==> src/rtl/mem8_arbiter.sv <==
// Two-port round-robin arbiter and access sequencer for the 8-byte register memory.
// Define MEM8_ARB_FIXED_PRIO_EN for fixed priority (A always beats B).
module mem8_arbiter #(
  parameter int DATA_W = 8
) (
  input  logic              clk,
  input  logic              rst_bar,
  input  logic              a_req,
  input  logic              a_we,
  input  logic [2:0]        a_addr,
  input  logic [DATA_W-1:0] a_wdata,
  output logic              a_ack,
  output logic [DATA_W-1:0] a_rdata,
  input  logic              b_req,
  input  logic              b_we,
  input  logic [2:0]        b_addr,
  input  logic [DATA_W-1:0] b_wdata,
  output logic              b_ack,
  output logic [DATA_W-1:0] b_rdata,
  output logic              busy,
  output logic [7:0]        mem_en,
  output logic              mem_rd_bar,
  output logic              mem_wr_bar,
  output logic [DATA_W-1:0] mem_w_data,
  input  logic [DATA_W-1:0] mem_r_data
);

  typedef enum logic [1:0] {IDLE, ACCESS, CAPTURE, DONE} state_t;

  state_t            state_q, state_d;
  logic              we_q, we_d;
  logic [2:0]        addr_q, addr_d;
  logic [DATA_W-1:0] wdata_q, wdata_d;
  logic              owner_q, owner_d;   // 1 = port B
  logic [DATA_W-1:0] a_rdata_q, a_rdata_d;
  logic [DATA_W-1:0] b_rdata_q, b_rdata_d;
  logic              pick_b;

`ifdef MEM8_ARB_FIXED_PRIO_EN
  assign pick_b = ~a_req;
`else
  logic last_q, last_d;                  // 1 = B was served most recently

  assign pick_b = b_req & (~a_req | ~last_q);
`endif

  always_comb begin
    state_d   = state_q;
    we_d      = we_q;
    addr_d    = addr_q;
    wdata_d   = wdata_q;
    owner_d   = owner_q;
    a_rdata_d = a_rdata_q;
    b_rdata_d = b_rdata_q;
`ifndef MEM8_ARB_FIXED_PRIO_EN
    last_d    = last_q;
`endif
    case (state_q)
      IDLE: begin
        if (a_req | b_req) begin
          state_d = ACCESS;
          owner_d = pick_b;
          we_d    = pick_b ? b_we    : a_we;
          addr_d  = pick_b ? b_addr  : a_addr;
          wdata_d = pick_b ? b_wdata : a_wdata;
`ifndef MEM8_ARB_FIXED_PRIO_EN
          last_d  = pick_b;
`endif
        end
      end
      ACCESS: state_d = CAPTURE;
      CAPTURE: begin
        state_d = DONE;
        if (!we_q) begin
          if (owner_q) b_rdata_d = mem_r_data;
          else         a_rdata_d = mem_r_data;
        end
      end
      default: state_d = IDLE;
    endcase
  end

  always_ff @(posedge clk or negedge rst_bar) begin
    if (!rst_bar) begin
      state_q   <= IDLE;
      we_q      <= 1'b0;
      addr_q    <= 3'd0;
      wdata_q   <= '0;
      owner_q   <= 1'b0;
      a_rdata_q <= '0;
      b_rdata_q <= '0;
`ifndef MEM8_ARB_FIXED_PRIO_EN
      last_q    <= 1'b1;
`endif
    end else begin
      state_q   <= state_d;
      we_q      <= we_d;
      addr_q    <= addr_d;
      wdata_q   <= wdata_d;
      owner_q   <= owner_d;
      a_rdata_q <= a_rdata_d;
      b_rdata_q <= b_rdata_d;
`ifndef MEM8_ARB_FIXED_PRIO_EN
      last_q    <= last_d;
`endif
    end
  end

  // Strobes decode only from state and latched request, never from live inputs.
  logic strobe_rd, strobe_wr;

  assign strobe_rd  = ~we_q & ((state_q == ACCESS) | (state_q == CAPTURE));
  assign strobe_wr  = we_q & (state_q == ACCESS);
  assign mem_en     = (strobe_rd | strobe_wr) ? (8'b1 << addr_q) : 8'h00;
  assign mem_rd_bar = ~strobe_rd;
  assign mem_wr_bar = ~strobe_wr;
  assign mem_w_data = wdata_q;
  assign busy       = (state_q != IDLE);
  assign a_ack      = (state_q == DONE) & ~owner_q;
  assign b_ack      = (state_q == DONE) & owner_q;
  assign a_rdata    = a_rdata_q;
  assign b_rdata    = b_rdata_q;

endmodule
==> config.mk <==
export PLATFORM = sky130hd
export DESIGN_NAME = mem8_arbiter
export DESIGN_NICKNAME = d
export VERILOG_FILES = /design/src/rtl/mem8_arbiter.sv
export SDC_FILE = /design/constraint.sdc
export NUM_CORES = 1
export LEC_CHECK = 0
export CORE_MARGIN = 8
export CORE_UTILIZATION = 40
export CTS_CLUSTER_DIAMETER = 50
export CTS_CLUSTER_SIZE = 8
export DETAILED_ROUTE_END_ITERATION = 8
export GPL_TIMING_DRIVEN = 1
export PLACE_DENSITY = 0.79
export SYNTH_ARGS = -nofsm -noshare
export SYNTH_HDL_FRONTEND = slang
export SYNTH_SLANG_ARGS = --single-unit
==> constraint.sdc <==
create_clock -name clk -period 1.9 [get_ports clk]
set_input_delay 0.38 -clock clk [delete_from_list [all_inputs] [get_ports clk]]
set_output_delay 0.38 -clock clk [all_outputs]
set_load 0.01 [all_outputs]
==> flow_metrics.py, run 1 <==
metrics = {
    "status": {
        "run_status": "finished, violations left",
        "failed_checks": "setup timing",
    },
    "layout": {
        "areaGrowthSynthToFinish_pct": 63.3,
        "seqCellArea_um2": 802,
        "num_antenna_cells": 0,
        "multi_input_area_um2": 712,
        "fin_cells": 279,
        "final_net_count": 270,
        "finish.utilization_pct": 67.5,
        "nFillCells": 303,
        "drive_above_1_share_pct": 27.7,
        "final_area_um2": 2470,
    },
    "detailed_routing": {
        "wl_um": 4010,
        "ant_nets": 0,
        "vias": 1356,
        "wire_per_inst_um": 14.4,
        "drt_iter0_markers": 30,
        "firstDrtPassIters": 4,
        "via_per_inst": 4.86,
        "drc_errors": 0,
    },
    "clocking": {
        "cts-root-buf": "clkbuf_8",
        "cts_tree": "yes",
        "numCtsBuffers": 5,
        "htreeDepth": 2,
        "path_clk_slew_ps": 60,
        "cts_num_sinks": 32,
        "clk_latency_ps": 280,
        "cts_buffer_depth": 2,
    },
    "die": {
        "die-area_um2": 6010,
        "num_rows": 22,
        "die_width_um": 77.5,
        "coreArea_um2": 3660,
        "dieHeight_um": 77.5,
        "initial_utilization_pct": 41.4,
        "io_pins": 73,
    },
    "placement": {
        "placed_area_um2": 2330,
        "dp.cells": 267,
        "place_congestion": 0.796,
        "place_hpwl_um": 3070,
        "io_buffer_count": 72,
        "pre_cts_ws_ps": -176,
    },
    "yosys": {
        "synth_top_family_by_area": "simple AND/OR/NAND/NOR gates",
        "synth_nets": 181,
        "synth_xor_xnor_area_share_pct": 0,
        "synthSimpleGateAreaFrac_pct": 14.1,
        "yosys.area_share.adder_pct": 3.31,
        "yosys.area.top_type_share_pct": 51.2,
        "synth_top_area_cell": "dfrtp_1",
        "synth_compound_area_share_pct": 13.4,
        "avgSynthCellArea_um2": 10.7,
        "yosysUniqueCellTypes": 27,
        "yosys-top-cells-area": "dfrtp_1 (51%), mux2_2 (13%), a21oi_1 (8.6%)",
        "syn_area_um2": 1510,
        "synthCells": 141,
        "yosys_warnings": 0,
        "synth_seq_cells": 32,
        "ys_seq_area_share_pct": 53.0,
        "synthMuxAreaShare_pct": 12.6,
    },
    "timing": {
        "period_share_pct": 106,
        "fmax_mhz": 497,
        "fin_setup_tns_ps": -467,
        "setup_viol_count_final": 8,
        "setup_ws_ps": -113,
        "rsz0062_at_grt": "yes",
        "worstMarginPinSlew_ps": 530,
        "slew_headroom_pct": 64.7,
        "finalHoldViolations": 0,
        "skew_ps": 4.88,
        "period_needed_ps": 2010,
        "fin_hold_ws_ps": 498,
        "maxSlewViolCount": 0,
    },
    "critical_path": {
        "end_kind": "output port",
        "start_kind": "flop",
        "arrival_ps": 1630,
        "path_cells": "inv_2 -> ha_4 -> mux2_4 -> nand2_4 -> buf_6 -> nor3_2 -> buf_2",
        "required_ps": 1520,
        "cp_max_fo": 3,
        "slowest_delay_ps": 390,
        "critPathKind": "reg -> out",
        "slowest_stage": "dfrtp_1",
    },
    "global_routing": {
        "busiest_layer": "met2",
        "grt.met3_usage_pct": 7.83,
        "met1_usage_pct": 16.0,
        "gr-total-overflow": 0,
        "grt_start_max_net_pins": 33,
        "use_met2_pct": 22.2,
        "grt_pass1_wl_um": 7020,
        "grt_use_total_pct": 14.3,
        "antenna_found_initial": 0,
        "grt_pass1_vias": 1474,
    },
    "hold_path": {
        "min_path_type": "in -> async",
    },
    "power_and_ir_drop": {
        "power.total_mw": 4.07,
        "p_per_area_nw_per_um2": 1650,
        "peakVddDrop_mv": 0.835,
        "leakage_nw": 1.09,
    },
    "job": {
        "drv_cap": 0,
    },
}
-- cells by family after synthesis --
group	after synthesis
and+or+nand+nor	46
AOI/OAI and AO/OA	34
DFF	32
muxes	17
buffers and inverters	8
adders and majority gates	4
-- cells in the mapped netlist, drive strengths merged --
cell type	number
dfstp	1
inv	3
nor3	3
a31oi	1
a21boi	1
a21oi	26
clkbuf	2
o31ai	1
and2	1
mux2	17
nand3b	1
o21a	1
nor3b	1
ha	4
nor2	19
o41ai	1
nand2	16
dfrtp	31
a21bo	1
nand2b	4
o21ai	2
buf	3
nor2b	1
-- report_power, final --
| part | internal, mW | total (mW) | switching (mW) |
|---|---|---|---|
| Combinational | 1.26 | 2.22 | 0.961 |
| Sequential | 1.04 | 1.29 | 0.243 |
| Clock | 0.330 | 0.559 | 0.229 |
-- final cells by class --
type / count / area share, %
multi-input combinational: 101 / 28.8
inverter: 3 / 0.455
sequential: 32 / 32.4
tap: 48 / 2.43
timing repair buffer: 87 / 31.8
clock buffer: 8 / 4.05
-- flip-flops by register name, summed over array words and instances (netlist names) --
signal and count:
a_rdata 8, addr_q 3, b_rdata 8, last_q 1, mem_w_data 8, owner_q 1, state_q 2, we_q 1
-- repair_timing --
action,4_1_cts,5_1_grt
hold buffers,0,0
hold endpoints to repair,0,0
endpoints found under the setup margin,13,11
buffers inserted,3,1
resized for setup,46,9
pin swaps,2,3
-- critical path, delay by kind of cell (launching register included) --
kind,cells,cell delay [ps]
mux,1,300
flops,1,390
simple gates,2,110
buf+inv,3,340
fa+ha+maj,1,210
-- placed cells by master (no fill, tap or decap) --
master	count
clkbuf_8	7
nand2_4	1
nand3b_2	1
dfstp_2	1
nand2b_1	3
buf_4	13
dfrtp_1	31
nor2b_1	1
clkdlybuf4s50_1	59
ha_1	2
nor2_2	2
o21a_1	1
a21bo_2	1
o31ai_1	1
mux2_2	16
o21ai_2	1
buf_2	8
buf_6	2
o41ai_1	1
ha_4	2
inv_2	2
mux2_4	1
nand2b_4	1
a21boi_4	1
a31oi_1	1
dlygate4sd2_1	3
a21oi_1	26
nor3b_4	1
inv_1	1
clkbuf_1	1
nor3_1	2
clkbuf_2	2
and2_1	1
nor3_2	1
o21ai_0	1
nand2_1	15
nor2_1	17
-- worst paths after layout --
path	startpoint	slack, ps	cells after the start	end
setup / recovery	state_q[1]$_DFFE_PN0P_	-110	7	mem_en[4]
hold / removal	rst_bar	500	2	b_rdata[7]$_DFFE_PN0P_
setup reg to reg	state_q[0]$_DFFE_PN0P_	160	5	a_rdata[7]$_DFFE_PN0P_
hold reg to reg	b_rdata[0]$_DFFE_PN0P_	500	1	b_rdata[0]$_DFFE_PN0P_
max in group asynchronous	rst_bar	1080	2	last_q$_DFFE_PN1P_
min in group clk	b_rdata[0]$_DFFE_PN0P_	500	1	b_rdata[0]$_DFFE_PN0P_
-- metal layers --
metal / up-vias / share of wire, %
met3: 7 / 12
met2: 62 / 46
met4: 0 / 1.6
met1: 624 / 41
met5: - / 0
li1: 663 / -
Note: power is estimated with default switching activity, not from simulation.
==> run 2: changes to the inputs <==
--- a/config.mk
+++ b/config.mk
@@ -15,3 +15,4 @@
 export SYNTH_ARGS = -nofsm -noshare
 export SYNTH_HDL_FRONTEND = slang
 export SYNTH_SLANG_ARGS = --single-unit
+export TNS_END_PERCENT = 1
==> flow_metrics.py, run 2 (synthesized netlist as in run 1, its figures left out) <==
metrics = {
    "timing": {
        "worstMarginPinSlew_ps": 535,
        "period_share_pct": 102,
        "skew_ps": 5.44,
        "finalHoldViolations": 0,
        "fin_setup_tns_ps": -209,
        "setup_viol_count_final": 8,
        "fmax_mhz": 514,
        "maxSlewViolCount": 0,
        "rsz0062_at_grt": "yes",
        "slew_headroom_pct": 64.3,
        "fin_hold_ws_ps": 498,
        "period_needed_ps": 1940,
        "setup_ws_ps": -44.2,
    },
    "detailed_routing": {
        "wl_um": 3960,
        "wire_per_inst_um": 14.3,
        "firstDrtPassIters": 4,
        "vias": 1333,
        "drt_iter0_markers": 36,
        "ant_nets": 0,
        "via_per_inst": 4.81,
        "drc_errors": 0,
    },
    "layout": {
        "final_net_count": 268,
        "drive_above_1_share_pct": 25.3,
        "final_cell_mix": "clkdlybuf4s50_1 (59), dfrtp_1 (31), a21oi_1 (26), nor2_1 (19), mux2_2 (16)",
        "fin_cells": 277,
        "areaGrowthSynthToFinish_pct": 60.3,
        "num_antenna_cells": 0,
        "final_common_cell": "clkdlybuf4s50_1",
    },
    "critical_path": {
        "cp_max_fo": 4,
        "reg2reg_from": "state_q[0]$_DFFE_PN0P_",
        "crit_path_start": "state_q[1]$_DFFE_PN0P_",
        "ff2ff_setup_slack_ps": 170,
        "end_kind": "output port",
        "start_kind": "flop",
        "critPathKind": "reg -> out",
        "r2r-end": "a_rdata[7]$_DFFE_PN0P_",
        "reg2regPathDepth": 5,
        "required_ps": 1520,
        "arrival_ps": 1560,
        "crit_end": "mem_en[0]",
    },
    "die": {
        "die-area_um2": 6010,
        "io_pins": 73,
        "num_rows": 22,
        "die_width_um": 77.5,
        "dieHeight_um": 77.5,
        "initial_utilization_pct": 41.4,
        "coreArea_um2": 3660,
    },
    "placement": {
        "place_congestion": 0.796,
        "place_hpwl_um": 3070,
        "dp.cells": 267,
        "io_buffer_count": 72,
    },
    "hold_path": {
        "min_path_type": "in -> async",
    },
    "power_and_ir_drop": {
        "peakVddDrop_mv": 0.831,
        "p_per_area_nw_per_um2": 1640,
        "leakage_nw": 1.08,
    },
    "clocking": {
        "cts-root-buf": "clkbuf_8",
        "cts_tree": "yes",
        "cts_num_sinks": 32,
        "numCtsBuffers": 5,
        "clk_latency_ps": 280,
        "htreeDepth": 2,
        "cts_buffer_depth": 2,
        "cts_hold_buf": 0,
        "path_clk_slew_ps": 60,
    },
    "global_routing": {
        "grt_start_max_net_pins": 33,
        "grt_pass1_vias": 1465,
        "gr-total-overflow": 0,
        "grt_use_total_pct": 14.1,
        "antenna_found_initial": 0,
        "grt_pass1_wl_um": 6930,
    },
    "job": {
        "drv_cap": 0,
    },
    "status": {
        "run_status": "finished, violations left",
        "failed_checks": "setup timing",
    },
}
[run 2: area by class of cell]
class                           count  area (µm²)
Clock buffer                        8         100
Fill cell                         314        1230
Inverter                            3        11.3
Multi-Input combinational cell    101         689
Sequential cell                    32         802
Tap cell                           48        60.1
Timing Repair Buffer               85         764
[run 2: where the power goes]
group,total [mW],switching (mW),internal (mW)
combinational,2.13,0.926,1.21
clock,0.557,0.227,0.330
sequential,1.28,0.238,1.04
total,3.97,1.39,2.58
[run 2: repair_timing]
item / in CTS / in global routing
pin swaps: 6 / 0
setup buffers: 0 / 2
setup endpoints to repair: 13 / 8
resized for setup: 42 / 7
[run 2: through the flow]
| stage | instance area, µm² | power (mW) | setup slack, ps | util, % |
|---|---|---|---|---|
| floorplan | 1510 | 2.27 | 281 | - |
| global placement | 2330 | 3.35 | -140 | 63.8 |
| detailed placement | 2330 | 3.40 | -176 | 63.8 |
| CTS | 2420 | 4.00 | -126 | 66.2 |
| global route | 2430 | 4.31 | -108 | 66.3 |
| finish | 2430 | 3.97 | -44.2 | 66.3 |
[run 2: routing by layer]
metal | part of all wire [%] | vias to the layer above | GRT usage (%)
met5 | 0 | - | 0
met4 | 1.8 | 0 | 6.23
met1 | 40 | 609 | 15.8
met3 | 12 | 8 | 8.06
met2 | 46 | 60 | 21.5
li1 | - | 656 | -
[run 2: worst min-delay path by stage]
stage | slack [ps] | cells after the start | endpoint | startpoint
3_3_place_gp | 490 | 1 | b_rdata[5]$_DFFE_PN0P_ | b_rdata[5]$_DFFE_PN0P_
2_1_floorplan | 80 | 0 | a_rdata[0]$_DFFE_PN0P_ | rst_bar
3_5_place_dp | 490 | 1 | b_rdata[0]$_DFFE_PN0P_ | b_rdata[0]$_DFFE_PN0P_
6_report | 500 | 2 | b_rdata[7]$_DFFE_PN0P_ | rst_bar
4_1_cts | 510 | 2 | a_rdata[4]$_DFFE_PN0P_ | rst_bar
5_1_grt | 520 | 1 | b_rdata[0]$_DFFE_PN0P_ | b_rdata[0]$_DFFE_PN0P_
[run 2: critical path, stage by stage (launching register included)]
cell	delay [ps]
dfrtp_1	390
inv_2	100
ha_4	210
mux2_4	300
nand2b_4	90
nor3_1	50
buf_2	140
==> run 3: changes to the inputs <==
--- a/config.mk
+++ b/config.mk
@@ -5,6 +5,7 @@
 export SDC_FILE = /design/constraint.sdc
 export NUM_CORES = 1
 export LEC_CHECK = 0
+export CAP_MARGIN = 20
 export CORE_MARGIN = 8
 export CORE_UTILIZATION = 40
 export CTS_CLUSTER_DIAMETER = 50
==> results of run 3 <==
No change in the layout: final DEF, timing and power equal those of run 2.
